==> config.mk <==
export PLATFORM = sky130hd
export DESIGN_NAME = pipe_ctrl
export DESIGN_NICKNAME = d
export VERILOG_FILES = /design/src/rtl/pipe_pkg.sv /design/src/rtl/sat_counter.sv /design/src/rtl/pipe_ctrl.sv
export SDC_FILE = /design/constraint.sdc
export NUM_CORES = 1
export LEC_CHECK = 0
export CORE_MARGIN = 2
export CORE_UTILIZATION = 22
export CTS_CLUSTER_DIAMETER = 50
export CTS_CLUSTER_SIZE = 28
export DETAILED_ROUTE_END_ITERATION = 7
export GPL_TIMING_DRIVEN = 0
export PLACE_DENSITY = 0.92
export SLEW_MARGIN = 25
export SYNTH_ARGS = -nofsm -noshare
export SYNTH_HDL_FRONTEND = slang
export SYNTH_HIERARCHICAL = 1
export SYNTH_SLANG_ARGS = --single-unit
==> constraint.sdc <==
create_clock -name clk -period 1.44 [get_ports clk]
set_input_delay 0.144 -clock clk [delete_from_list [all_inputs] [get_ports clk]]
set_output_delay 0.144 -clock clk [all_outputs]
set_load 0.05 [all_outputs]
==> src/rtl/pipe_pkg.sv <==
// pipe_pkg: shared definitions for the pipeline sequencing controller.
//   - MIPS exception codes delivered by the MEM stage
//   - stall vector encodings (bit0 PC .. bit5 WB)
//   - controller FSM state type
package pipe_pkg;

  localparam logic [31:0] EXC_INT  = 32'h0000_0001;
  localparam logic [31:0] EXC_SYS  = 32'h0000_0008;
  localparam logic [31:0] EXC_RI   = 32'h0000_000a;
  localparam logic [31:0] EXC_OV   = 32'h0000_000c;
  localparam logic [31:0] EXC_TR   = 32'h0000_000d;
  localparam logic [31:0] EXC_ERET = 32'h0000_000e;

  localparam logic [5:0] STALL_MEM  = 6'b011111;
  localparam logic [5:0] STALL_EX   = 6'b001111;
  localparam logic [5:0] STALL_ID   = 6'b000111;
  localparam logic [5:0] STALL_IF   = 6'b000011;
  localparam logic [5:0] STALL_NONE = 6'b000000;

  typedef enum logic {
    ST_RUN    = 1'b0,
    ST_SQUASH = 1'b1
  } pipe_state_e;

endpackage

==> src/rtl/sat_counter.sv <==
// sat_counter: W-bit up counter that sticks at all-ones instead of wrapping.
// Ports:
//   clk  - clock, counts on rising edge
//   rst  - asynchronous active-low clear
//   inc  - count enable for this edge
//   q    - current count
module sat_counter #(
  parameter int W = 32
) (
  input  logic         clk,
  input  logic         rst,
  input  logic         inc,
  output logic [W-1:0] q
);

  logic [W-1:0] q_q;
  logic [W-1:0] q_d;

  always_comb begin
    q_d = q_q;
    if (inc && (q_q != {W{1'b1}})) begin
      q_d = q_q + {{(W-1){1'b0}}, 1'b1};
    end
  end

  always_ff @(posedge clk or negedge rst) begin
    if (!rst) begin
      q_q <= '0;
    end else begin
      q_q <= q_d;
    end
  end

  assign q = q_q;

endmodule

==> src/rtl/pipe_ctrl.sv <==
// pipe_ctrl: pipeline sequencing controller for the five-stage MIPS core.
// Merges per-stage stall requests into the stall vector, converts the MEM
// stage exception word into a one-cycle flush plus redirect PC, and blocks
// exceptions in the cycle after a flush (SQUASH).
// Optional build macro: PIPE_PERF_CNT_EN enables saturating stall/flush
// performance counters; without it both counter outputs read 0.
// Ports:
//   clk, rst (async active-low)
//   stallreq_if/id/ex/mem - per-stage stall requests
//   excepttype_i          - MEM stage exception word, 0 = none
//   cp0_epc_i             - forwarded EPC, target of ERET
//   stall[5:0]            - bit0 PC .. bit5 WB hold
//   flush                 - clear all pipeline registers this cycle
//   new_pc                - redirect target while flush=1, else 0
//   stall_cycles          - cycles with stall[0]=1 (macro only)
//   flush_count           - flush pulses (macro only)
module pipe_ctrl
  import pipe_pkg::*;
#(
  parameter logic [31:0] EXC_VECTOR = 32'h0000_0020,
  parameter int          CNT_W      = 32
) (
  input  logic             clk,
  input  logic             rst,
  input  logic             stallreq_if,
  input  logic             stallreq_id,
  input  logic             stallreq_ex,
  input  logic             stallreq_mem,
  input  logic [31:0]      excepttype_i,
  input  logic [31:0]      cp0_epc_i,
  output logic [5:0]       stall,
  output logic             flush,
  output logic [31:0]      new_pc,
  output logic [CNT_W-1:0] stall_cycles,
  output logic [CNT_W-1:0] flush_count
);

  pipe_state_e state_q;
  pipe_state_e state_d;

  always_ff @(posedge clk or negedge rst) begin
    if (!rst) begin
      state_q <= ST_RUN;
    end else begin
      state_q <= state_d;
    end
  end

  // Outputs are held at zero while reset is asserted, independent of inputs.
  always_comb begin
    stall   = STALL_NONE;
    flush   = 1'b0;
    new_pc  = 32'h0;
    state_d = ST_RUN;
    if (rst) begin
      unique case (state_q)
        ST_RUN: begin
          if (excepttype_i != 32'h0) begin
            // Exception wins over every stall so the flush is not delayed.
            flush   = 1'b1;
            new_pc  = (excepttype_i == EXC_ERET) ? cp0_epc_i : EXC_VECTOR;
            state_d = ST_SQUASH;
          end else if (stallreq_mem) begin
            stall = STALL_MEM;
          end else if (stallreq_ex) begin
            stall = STALL_EX;
          end else if (stallreq_id) begin
            stall = STALL_ID;
          end else if (stallreq_if) begin
            stall = STALL_IF;
          end
        end
        ST_SQUASH: begin
          // Downstream registers were just cleared, so their requests and the
          // stale exception word are meaningless; only fetch can still stall.
          if (stallreq_if) begin
            stall = STALL_IF;
          end
          state_d = ST_RUN;
        end
        default: state_d = ST_RUN;
      endcase
    end
  end

`ifdef PIPE_PERF_CNT_EN
  sat_counter #(.W(CNT_W)) u_stall_cnt (
    .clk (clk),
    .rst (rst),
    .inc (stall[0]),
    .q   (stall_cycles)
  );

  sat_counter #(.W(CNT_W)) u_flush_cnt (
    .clk (clk),
    .rst (rst),
    .inc (flush),
    .q   (flush_count)
  );
`else
  assign stall_cycles = '0;
  assign flush_count  = '0;
`endif

endmodule
**Word level (Yosys, flattened, before mapping)**

Index checks and enable logic that the tools add are counted.

- Eq/ne operators: 1
- Multiplexer cells: 16
- Bitwise operators: 1
- Shifts and indexed selects: 0
- $add $sub $neg: 0
- Reductions and logical operators: 1
- $mul: 0
- Magnitude comparators: 0
- Div/mod/pow operators: 0

Operators with widths:

| operator | number |
|---|---|
| $mux W32 | 4 |
| $eq A32 B4 Y1 const B | 1 |
| $reduce_bool A32 Y1 | 1 |
| $pmux W6 S2 | 1 |
| $mux W5 | 2 |
| $mux W6 | 1 |
| $mux W1 | 4 |
| $mux W4 | 1 |
| $mux W3 | 1 |
| $mux W2 | 1 |
| $pmux W1 S2 | 1 |
| $not A1 Y1 | 1 |

- Register bits after elaboration: 1
- Memory bits (writable): 0
- Memories kept: 0
- Input port bits: 70
- Bits in latches: 0
- ROM bits: 0
- Output and inout bits: 103

**Logic depth before layout (Yosys ltp)**

- Depth after elaboration: 7
- Mapped depth: 6
- Depth with buffers taken out: 4

**Worst setup path before layout**

Ideal clock, no wire load.

- Path type: input to output
- From: input port excepttype_i[5]
- To: output port stall[2]
- Stages: 4
- Buffers on the path: 0
- Path slack: -0.429 ns
- Arrival: 1.725 ns
- Path through: nor4_1 nand4_1 nor2_4 nor4b_2

- Longest elaborated chain between the ends: 4

RTL lines:

| what | RTL line | RTL |
|---|---|---|
| start: declaration | pipe_ctrl.sv:29 | `input logic [31:0] excepttype_i,` |
| $reduce_bool A32 Y1 | pipe_ctrl.sv:58 | `if (excepttype_i != 32'h0) begin` |
| $mux W5 | pipe_ctrl.sv:58 |  |
| $pmux W6 S2 | pipe_ctrl.sv:56 | `unique case (state_q)` |
| $mux W6 | pipe_ctrl.sv:55 | `if (rst) begin` |
| end: declaration | pipe_ctrl.sv:31 | `output logic [5:0] stall,` |

Every way passes these cells. The select of a mux whose other input is x is not followed.

**Worst setup path in the final report**

- From: input port excepttype_i[8]
- To: output port new_pc[14]

- Longest elaborated chain between the ends: 5
- Elaborated cells between the ends (all ways): 6
- Those cells by class: eq/ne (1); mux (4); reduce/logical (1)

RTL lines:

| what | RTL line | RTL |
|---|---|---|
| $eq A32 B4 Y1 | pipe_ctrl.sv:61 | `new_pc = (excepttype_i == EXC_ERET) ? cp0_epc_i : EXC_VECTOR;` |
| $mux W32 | pipe_ctrl.sv:61 |  |
| $mux W32 (*) | pipe_ctrl.sv:58 |  |
| $mux W32 (*) | pipe_ctrl.sv:56 |  |
| $mux W32 (*) | pipe_ctrl.sv:55 |  |
| end: declaration | pipe_ctrl.sv:33 | `output logic [31:0] new_pc,` |

Every way passes the cells marked *; elsewhere a longest branch is shown, timed or not.

==> metrics.md <==
| Metric | Value |
|---|---|
| CP bufs+invs | 4 |
| Post-route cell area | 2933 sq um |
| Total core area | 4629 sq um |
| Outcome | finished, violations left |
| Critical path's largest stage delay | 0.26 ns |
| Distinct cells, synth | 23 |
| Max Cap Viol | 0 |
| Wire per inst | 13.22 microns |
| GPL Wtd Cong | 0.6881 |
| Max FFs per register | 1 |
| Crit end category | output pin |
| Largest family of logic cells by synthesized area | buffers and inverters |
| Final setup fails | 39 |
| Critical path's most frequent cell | buf_6 |
| Crit path time final | 1.721 ns |
| First-pass GRT wire length | 7.024 mm |
| Port Buf Inserts | 107 |
| Chip width | 72.83 microns |
| Mux cell area share after synthesis | 0% |
| Layout area overhead | 181.4% |
| Via density | 4.013 |
| Row count | 25 |
| Critical Path Start Type | input pin |
| Synth Area in XOR/XNOR | 0% |
| Leak Pwr | 1.477 nW |
| Final Core Density | 63.35% |
| Seq cells post-synth | 1 |
| Share of layout cells above drive strength 1 | 60.82% |
| CTS clk-pin slew, worst paths | 0 ns |
| R2R depth | 2 |
| WP data arrival | 1.58 ns |
| P per Cell Area | 296.8 nW/um^2 |
| Worst R2R End | state_q |
| Synth Cell Area | 1042 sq um |
| Initial Util | 22.51% |
| DP HPWL | 3.698 mm |
| GRT Residual Overflow | 0 |
| IO Pins | 173 |
| Max FO, Critical Path | 5 |
| Drt initial violations | 22 |
| Post-synthesis compound-gate area fraction | 4.322% |
| Slowest cell on crit path | nor4_4 |
| Post-Synth Adder-Cell Area | 0% |
| Synthesized area per cell | 7.720 sq um |
| DR vias | 1497 |
| Die height | 72.83 microns |
| Cell Count, Final, Fillers Out | 373 |
| Cells after DPL | 360 |
| Die Area | 5304 sq um |
| Skew final | 0 ns |
| Peak Freq | 0.5812 GHz |
| # fillers | 395 |
| Failing checks | setup timing |
| Simple-gate share of the synthesized area | 39.98% |
| Largest area contributor in the netlist | buf_4 |
| Fin crit share | 119.5% |
| Final Hold Fails | 0 |
| Vias in the first global route | 1484 |
| Setup CP Type | in2out |
| Number of synthesis warnings | 6 |
| Cell Chain, Critical Path | buf_8, nor4_4, nand4_1, buf_6, nor2_4, buf_6, and4_2, buf_6 |
| Cell Area, Placed | 2524 sq um |
| Peak supply drop | 0.2310 mV |
| Initial antenna violation count | 0 |
| Worst min path class | in2async |
| Top cells by area in the synthesized netlist | buf_4, and4_1, and4_2 |
| R2r startpoint | state_q |
| Setup WS post-layout | -0.2805 ns |
| Cts hold-fix bufs | 0 |
| Ant diodes | 0 |
| Worst Path Required | 1.30 ns |
| Gate Count Post-Synth | 135 |
| Register bank with the most flops | state_q |
| Seq/Total Area, Yosys | 2.401% |
| Total Wirelength | 4.930 mm |
| TritonRoute pass-1 iters | 4 |
| RSZ-0062 raised after global routing | true |
| Total GRT Usage | 16.63% |
| Setup WS pre-CTS | -1.312 ns |
| Top flop regs | state_q: 1 flops |
| DRC Markers | 0 |
| Synth top area share | 47.54% |
| Fin nets | 391 |
| Clock Latency Late Sink | 0 ns |
| CP top delay family | simple AND/OR/NAND/NOR gates |
| Max-slew violation count | 0 |
| Worst reg-to-reg setup slack | 0.48 ns |
| Post-route ant nets | 0 |
| Largest net degree at the start of global routing | 11 |
## cell usage in the layout (no fill, tap or decap)
| master | synthesis | final |
|---|---|---|
| a21oi_2 | 0 | 1 |
| a21oi_4 | 0 | 1 |
| and3_4 | 0 | 1 |
| and4_2 | 6 | 2 |
| and4_4 | 0 | 30 |
| buf_2 | 0 | 9 |
| buf_4 | 66 | 68 |
| buf_6 | 3 | 27 |
| buf_8 | 0 | 34 |
| clkbuf_2 | 0 | 2 |
| clkbuf_4 | 0 | 3 |
| clkbuf_8 | 0 | 1 |
| clkdlybuf4s15_1 | 0 | 7 |
| clkdlybuf4s50_1 | 0 | 33 |
| conb_1 | 1 | 65 |
| dfrtp_1 | 1 | 1 |
| dlygate4sd2_1 | 0 | 10 |
| nand2b_1 | 1 | 1 |
| nand3_1 | 1 | 1 |
| nand4_1 | 2 | 2 |
| nor2_1 | 2 | 2 |
| nor2_4 | 1 | 2 |
| nor2b_4 | 0 | 1 |
| nor3_1 | 3 | 1 |
| nor3_4 | 0 | 2 |
| nor4_2 | 0 | 1 |
| nor4_4 | 0 | 5 |
| nor4b_4 | 0 | 1 |
| o2111a_2 | 0 | 1 |
| o21a_4 | 0 | 1 |
| o21ai_0 | 1 | 1 |
| o221a_2 | 1 | 1 |
| or3_1 | 1 | 1 |
## per-layer routing
metal / up-vias / global-route usage [%] / routed length, microns
met5: - / 0 / 0
met4: 0 / 3.704 / 68
met3: 6 / 2.762 / 400
met2: 95 / 34.95 / 2752
met1: 659 / 16.49 / 1709
li1: 737 / - / -
## Yosys cell counts, drive strengths merged
cell	count
buf	69
and4	32
clkbuf	6
nor4	6
nor2	3
nor3	3
a21oi	2
nand4	2
and3	1
conb	1
dfrtp	1
nand2b	1
nand3	1
nor2b	1
nor4b	1
o2111a	1
o21a	1
o21ai	1
o221a	1
or3	1
## area by class of cell
type	instances	area, sq um	area share [%]
repair buffers	119	1321	45.05
multi-input cells	124	935.9	31.91
plain buffers	75	583.1	19.88
well taps	54	67.56	2.304
flip-flops and latches	1	25.02	0.8532
## logic make-up after synthesis
group           count (synthesis)
compound gates                  6
other cells                     1
flops                           1
simple gates                   52
buf+inv                        75
## metrics by stage
| stage | power (mW) | TNS (ns) | hold slack, ns |
|---|---|---|---|
| after CTS | 0.8451 | -7.073 | 0.08047 |
| after detailed placement | 0.8273 | -46.96 | 0.3354 |
| after floorplan | 0.6058 | -0.2307 | -0.1516 |
| final | 0.8706 | -8.578 | 0.07705 |
| after global placement | 0.8215 | -45.97 | 0.3356 |
| after global routing | 0.9079 | -11.01 | 0.09132 |
## timing repair
action	in CTS	in global routing
pin swaps	40	6
hold endpoints to repair	0	0
gates cloned	4	0
buffers inserted	7	2
gates resized for setup	454	14
endpoints found under the setup margin	39	39
## worst register-to-register path, stage by stage, from the launching register on
cell      delay [ns]
dfrtp_1         0.42
nand2b_1        0.28
a21oi_4         0.17
## power by group
| part | total, mW | internal, mW | leakage [nW] | switching (mW) |
|---|---|---|---|---|
| Sequential | 0.0341 | 0.0305 | 0.0125 | 0.00361 |
| Combinational | 0.836 | 0.312 | 1.46 | 0.524 |
| Clock | 0 | 0 | 0 | 0 |
## worst max-delay path by stage
stage | start | to | slack (ns) | cells past startpoint
finish | excepttype_i[8] | new_pc[14] | -0.28 | 8
global route | excepttype_i[8] | new_pc[14] | -0.33 | 8
CTS | excepttype_i[8] | stall[2] | -0.24 | 8
detailed placement | excepttype_i[20] | new_pc[25] | -1.31 | 7
global placement | excepttype_i[8] | stall[1] | -1.26 | 8
floorplan | excepttype_i[20] | stall[2] | -0.10 | 4
Power figures use the tool's default switching activity.
==> RTL edit (config.mk and constraints unchanged) <==
`CNT_W`: 32 -> 64.
--- a/src/rtl/pipe_ctrl.sv
+++ b/src/rtl/pipe_ctrl.sv
@@ -18,7 +18,7 @@
   import pipe_pkg::*;
 #(
   parameter logic [31:0] EXC_VECTOR = 32'h0000_0020,
-  parameter int          CNT_W      = 32
+  parameter int          CNT_W      = 64
 ) (
   input  logic             clk,
   input  logic             rst,
Ports: changed (resized flush_count and stall_cycles); port bits go from 173 to 237. The function was not compared with the original's and may differ.
==> RTL edit against the unedited design <==
- the run still ends with negative setup slack left
- first-iteration DRC count grew 14%
- largest power group unchanged
- die area increased by 43%
- design area is 24% higher
- synthesized cell count increased by 47%
- wire length rose by 20%
- global-route usage down 3.3 points
- sequential share of layout area fell by 0.17 points
- fmax is 0.80% higher
- power grew 59%
- area after synthesis is 46% higher
- worst setup slack better by 14 ps
- sequential cell count unchanged
- via count is 23% higher
==> RTL edit: results (changes against the unedited design) <==
stage,metric,value,unit,change
outcome,outcome,"finished, violations left",,
outcome,violations,negative setup slack,,
timing,setup_tns,-7150,ps,+1430 ps
routing,drt_iter0_markers,25,,+14%
timing,setup_slack,-267,ps,+13.7 ps
timing,finalSetupViolCount,39,,unchanged
worst_setup_path,worstPathArrival,1560,ps,-20 ps
global_routing,grt_usage,0.133,,-0.0331
placed_design,post-dp-hpwl,4880,um,+32%
cells_and_area,syn_to_final_growth,140,%,
cells_and_area,finish.utilization,0.540,,-0.0935
worst_setup_path,critPathCapture,stall[3],,
cells_and_area,nets,517,,+32%
synth,synth.area.top_cells,"buf_4 (64%), and4_1 (15%), and4_2 (3.9%)",,
worst_setup_path,critPathMaxStageDelay,200,ps,-60 ps
cells_and_area,nMultiInputCombCells,187,,+51%
cells_and_area,drive_gt1_frac,0.573,,-0.0351
pwr,p_leak,2.03,nW,+37%
synth,synth_area_per_cell,7.65,um2,-0.89%
timing,holdWs,75.4,ps,-1.65 ps
global_routing,grt_pass1_wl,8180,um,+16%
pwr,p_per_area,379,mW/mm2,+28%
worst_setup_path,startpoint,excepttype_i[26],,
synth,synth-seq-area-share,0.0164,,-0.00758
pwr,ir_drop,0.280,mV,+21%
pwr,seqPwrFrac,0.025,,-0.014
routing,wl_per_cell,11.2,um,-15%
worst_setup_path,path_delay_family,buffers and inverters,,
cells_and_area,multi_input_area,0.00114,mm2,+22%
cells_and_area,fill_cells,616,,+56%
cells_and_area,seq_cells,1,,unchanged
routing,routed_wl,5900,um,+20%
placed_design,dp.cells,514,,+43%
cells_and_area,multi_input_area_share,0.313,,-0.00636
worst_setup_path,r2r_setup_slack,410,ps,-70 ps
routing,via_count,1837,,+23%
synth,synth_common_cells,"buf_4 (130), and4_1 (26), and4_2 (6), clkbuf_1 (6), nor4_1 (6)",,
global_routing,grt_pass1_vias,1639,,+10%
-- RTL edit: repair_timing --
| action | 4_1_cts | 5_1_grt |
|---|---|---|
| pin swaps | 33 | 7 |
| resized for setup | 442 | 4 |
| cloned | 3 | 0 |
| setup buffers | 9 | 0 |
| hold buffers | 0 | 0 |
| endpoints found under the setup margin | 39 | 39 |
-- RTL edit: per-layer routing --
metal	GRT usage	part of all wire	routed length (um)	vias to the layer above
li1	-	-	-	921
met5	0	0	0	-
met3	0.0190	0.095	559	0
met4	0	0	0	0
met1	0.131	0.31	1820	800
met2	0.299	0.60	3520	116
-- RTL edit: cells by family (layout without fill, tap and decap cells) --
kind of cell	Yosys count	count (layout)	synth area share
buffers and inverters	139	257	0.678
AND/OR/NAND/NOR	52	52	0.274
AO/OA/AOI/OAI	6	6	0.0296
other	1	129	0.00246
flip-flops	1	1	0.0164
-- RTL edit: worst reg2reg max path: stages (launching register included) --
cell and delay [ps]:
dfrtp_1 440, nand2b_1 290, a21oi_2 210
